`src/rtl/demux_dispatch.sv`:
```
// One-in, N_DEST-out dispatcher with a single registered holding stage.
// Out-of-range selects are consumed, flagged on err_sel and counted in drop_cnt.
module demux_dispatch #(
  parameter int unsigned DW     = 8,
  parameter int unsigned N_DEST = 10,
  parameter int unsigned SEL_W  = 4,
  parameter int unsigned CNT_W  = 8
) (
  input  logic              clk,
  input  logic              rst,
  input  logic              in_valid,
  output logic              in_ready,
  input  logic [SEL_W-1:0]  in_sel,
  input  logic [DW-1:0]     in_data,
  output logic [N_DEST-1:0] out_valid,
  input  logic [N_DEST-1:0] out_ready,
  output logic [DW-1:0]     out_data,
  output logic [SEL_W-1:0]  out_sel,
  output logic              err_sel,
  output logic [CNT_W-1:0]  drop_cnt
);

  typedef enum logic [0:0] {StIdle, StHold} state_e;

  state_e           state_q, state_d;
  logic [DW-1:0]    data_q, data_d;
  logic [SEL_W-1:0] sel_q, sel_d;
  logic             err_q, err_d;
  logic [CNT_W-1:0] cnt_q, cnt_d;

  logic sel_legal;
  logic release_now;
  logic accept;

  always_comb begin
    out_valid = '0;
    for (int unsigned k = 0; k < N_DEST; k++) begin
      if (state_q == StHold && 32'(sel_q) == k) out_valid[k] = 1'b1;
    end
  end

  // Masking with out_valid avoids indexing out_ready with a raw select.
  assign release_now = (state_q == StHold) && |(out_ready & out_valid);
  assign in_ready    = !rst && ((state_q == StIdle) || release_now);
  assign accept      = in_valid && in_ready;
  assign sel_legal   = 32'(in_sel) < N_DEST;

  always_comb begin
    state_d = state_q;
    data_d  = data_q;
    sel_d   = sel_q;
    err_d   = 1'b0;
    cnt_d   = cnt_q;
    if (release_now) state_d = StIdle;
    if (accept) begin
      if (sel_legal) begin
        state_d = StHold;
        data_d  = in_data;
        sel_d   = in_sel;
      end else begin
        err_d = 1'b1;
        if (cnt_q != '1) cnt_d = cnt_q + CNT_W'(1);
      end
    end
  end

  always_ff @(posedge clk or posedge rst) begin
    if (rst) begin
      state_q <= StIdle;
      data_q  <= '0;
      sel_q   <= '0;
      err_q   <= 1'b0;
      cnt_q   <= '0;
    end else begin
      state_q <= state_d;
      data_q  <= data_d;
      sel_q   <= sel_d;
      err_q   <= err_d;
      cnt_q   <= cnt_d;
    end
  end

  assign out_data = data_q;
  assign out_sel  = sel_q;
  assign err_sel  = err_q;
  assign drop_cnt = cnt_q;

endmodule

```
`config.mk`:
```
export PLATFORM = sky130hd
export DESIGN_NAME = demux_dispatch
export DESIGN_NICKNAME = d
export VERILOG_FILES = /design/src/rtl/demux_dispatch.sv
export SDC_FILE = /design/constraint.sdc
export NUM_CORES = 1
export LEC_CHECK = 0
export BUFFER_PORTS_ARGS = -buffer_cell sky130_fd_sc_hd__buf_2
export CORE_UTILIZATION = 40
export DETAILED_ROUTE_END_ITERATION = 7
export GPL_ROUTABILITY_DRIVEN = 0
export PLACE_DENSITY = 0.74
export SLEW_MARGIN = 10
export SYNTH_ARGS = -nofsm -noshare
export SYNTH_HDL_FRONTEND = slang
export SYNTH_SLANG_ARGS = --single-unit
```
`constraint.sdc`:
```
create_clock -name clk -period 2 [get_ports clk]
set_clock_uncertainty 0.05 [all_clocks]
set_input_delay 0.2 -clock clk [delete_from_list [all_inputs] [get_ports clk]]
set_output_delay 0.2 -clock clk [all_outputs]
set_load 0.01 [all_outputs]
```
==> results.sh <==
export IMPL_worstPathCellList="mux2i_4 > o41ai_4 > a211oi_4 > buf_12 > a21oi_4 > buf_6 > mux2_2"
export IMPL_ys_warn_count=0
export IMPL_hold_class="primary input to register"
export IMPL_track_usage=0.191
export IMPL_fillCellCount=243
export IMPL_critPathTopFamily="multiplexers"
export IMPL_grt_start_max_net_pins=23
export IMPL_firstDrtPassIters=4
export IMPL_rsz0062_at_grt="true"
export IMPL_leakage_uw=0.000833
export IMPL_routed_via_count=1078
export IMPL_fmax_mhz=503
export IMPL_antenna_found_initial=0
export IMPL_rr_worst_depth=7
export IMPL_root_buffer="clkbuf_4"
export IMPL_ant_nets=0
export IMPL_diodes=0
export IMPL_drc=0
export IMPL_htree_num_levels=1
export IMPL_die_h_um=55.9
export IMPL_ios=57
export IMPL_detailed_place_hpwl_um=2070
export IMPL_timing_final_crit_share=0.994
export IMPL_syn_area_um2=1160
export IMPL_wl_per_cell_um=14.0
export IMPL_avgSynthCellArea_um2=11.0
export IMPL_ys_seq_elements=22
export IMPL_final_common_cell="buf_2"
export IMPL_slowest_stage="dfrtp_2"
export IMPL_cts_sinks=22
export IMPL_clk_latency_ns=0.31
export IMPL_io_buffers=56
export IMPL_dp_cells=195
export IMPL_crit_cells=7
export IMPL_drive_above_1_share=0.554
export IMPL_nNetsFinal=204
export IMPL_p_per_area_nw_per_um2=1360
export IMPL_drt_iter0_markers=27
export IMPL_setup_tns_final_ns=0
export IMPL_max_clock_path_buffers=2
export IMPL_vdd_ir_drop_worst_mv=0.791
export IMPL_status="complete, no violations"
export IMPL_slowest_delay_ns=0.48
export IMPL_cts_tree="done"
export IMPL_dieArea_um2=3120
export IMPL_worst_setup_path_start_kind="register"
export IMPL_post_route_util=0.606
export IMPL_relSlewSlack=0.787
export IMPL_drv_cap=0
export IMPL_syn_nets=131
export IMPL_final_cells=208
export IMPL_worst_setup_path_end_kind="register"
export IMPL_hold_viol_final=0
export IMPL_layout_common_cells="56 x buf_2, 19 x dfrtp_1, 9 x nor2_1, 9 x buf_4, 7 x nand2_1"
export IMPL_critical_path_max_fanout=7
export IMPL_drt_wl_total_um=2910
export IMPL_tightest_slew_ns=0.318
export IMPL_worst_endpoint_required_ns=2.16
export IMPL_viasPerCell=5.18
export IMPL_min_period_ns=1.99
export IMPL_final_cell_area_um2=1670
export IMPL_yosysUniqueCellTypes=30
export IMPL_crit_buf_inv=2
export IMPL_core_um2=2760
export IMPL_final_max_slew_viol_count=0
export IMPL_start_util=0.421
export IMPL_netlist_instances=105
export IMPL_numCtsBuffers=3
export IMPL_rows=19
export IMPL_seq_area_frac_synth=0.475
export IMPL_reg2reg_slack_ns=0.01
export IMPL_placed_area_um2=1490
export IMPL_whs_path_depth=2
export IMPL_grt_pass1_vias=985
export IMPL_die_w_um=55.9
export IMPL_grt_overflow_total=0
export IMPL_grt_pass1_wl_um=4730
export IMPL_hold_ws_ns=0.0594
export IMPL_finalSetupViolCount=0
export IMPL_cp_arrival_ns=2.15
export IMPL_clkTransAtPathRegs_ns=0.13
export IMPL_syn_to_final_growth_pct=44.0
export IMPL_path_class="register to register"
-- per-stage QoR --
step           setup slack, ns  power, uW
2_1_floorplan           0.0135       1440
3_3_place_gp            0.0911       1740
3_5_place_dp           -0.0101       1780
4_1_cts                 0.0122       2110
5_1_grt                -0.0470       2430
6_report                0.0118       2280
-- cell type report --
class	instances	area, um2	share of cell area
clock buffer	4	36.3	0.0217
inverter	4	15.0	0.00899
multi-input combinational	76	609	0.365
sequential	22	554	0.332
tap	31	38.8	0.0232
timing repair buffer	71	417	0.249
-- cell usage after synthesis --
| library cell | instances | share of area |
|---|---|---|
| and2_1 | 1 | 0.0054 |
| a211oi_4 | 1 | 0.017 |
| inv_1 | 3 | 0.0097 |
| and4_1 | 1 | 0.0076 |
| mux2_4 | 5 | 0.065 |
| nand4_1 | 3 | 0.016 |
| inv_2 | 1 | 0.0032 |
| buf_6 | 2 | 0.019 |
| nand2_1 | 7 | 0.023 |
| dfrtp_1 | 22 | 0.47 |
| a21oi_4 | 2 | 0.028 |
| ha_1 | 1 | 0.011 |
| nand2b_1 | 3 | 0.016 |
| o21ai_2 | 1 | 0.0076 |
| nand3b_1 | 3 | 0.019 |
| o22ai_1 | 1 | 0.0054 |
| o21ai_0 | 3 | 0.013 |
| nor2_1 | 10 | 0.032 |
| mux2_2 | 5 | 0.049 |
| xnor2_1 | 4 | 0.030 |
| mux2i_1 | 3 | 0.026 |
| nor2b_1 | 1 | 0.0054 |
| xor2_1 | 1 | 0.0076 |
| and3_1 | 1 | 0.0054 |
| nor3_1 | 5 | 0.022 |
| a21oi_1 | 2 | 0.0086 |
| nand3_1 | 6 | 0.026 |
| buf_4 | 1 | 0.0065 |
| a31oi_1 | 5 | 0.027 |
| o41ai_2 | 1 | 0.014 |
-- path summary, 6_finish.rpt --
kind                                to   startpoint
setup / recovery           out_data[7]   out_sel[1]
hold / removal             out_data[6]   in_data[6]
setup reg to reg           out_data[7]   out_sel[1]
hold reg to reg            out_data[6]  out_data[6]
max in group asynchronous   out_sel[1]          rst
min in group asynchronous   out_sel[2]          rst
-- flip-flops by register name (all words and copies together), names as in the netlist --
signal and count:
drop_cnt 8, out_data 8, out_sel 4, err_sel 1, state_q 1
-- timing repair --
item / 4_1_cts / 5_1_grt
setup endpoints to repair: 10 / 17
setup buffers: 3 / 5
gates resized for setup: 4 / 10
pin swaps: 2 / 6
hold buffers: 1 / 0
hold endpoints to repair: 22 / 0
-- layer usage --
metal,GRT usage,routed length (um)
met2,0.337,1520
met5,0,0
met1,0.250,1230
met3,0.0256,155
met4,0.0418,8
-- power by group --
| part | total [uW] | switching, uW | leakage, uW | internal, uW |
|---|---|---|---|---|
| registers | 835 | 210 | 0.000272 | 625 |
| logic | 1200 | 567 | 0.000540 | 630 |
| clock network | 248 | 136 | 0.0000210 | 111 |
| total | 2280 | 913 | 0.000833 | 1370 |
-- cell families after synthesis --
kind of cell             after synthesis  synth area share
AND/OR/NAND/NOR                       41             0.178
flip-flops                            22             0.475
AO/OA/AOI/OAI                         16             0.121
multiplexers                          13             0.139
buffers and inverters                  7            0.0388
XOR/XNOR                               5            0.0378
adder cells (fa/ha/maj)                1            0.0108
(Power assumes the default switching activity.)
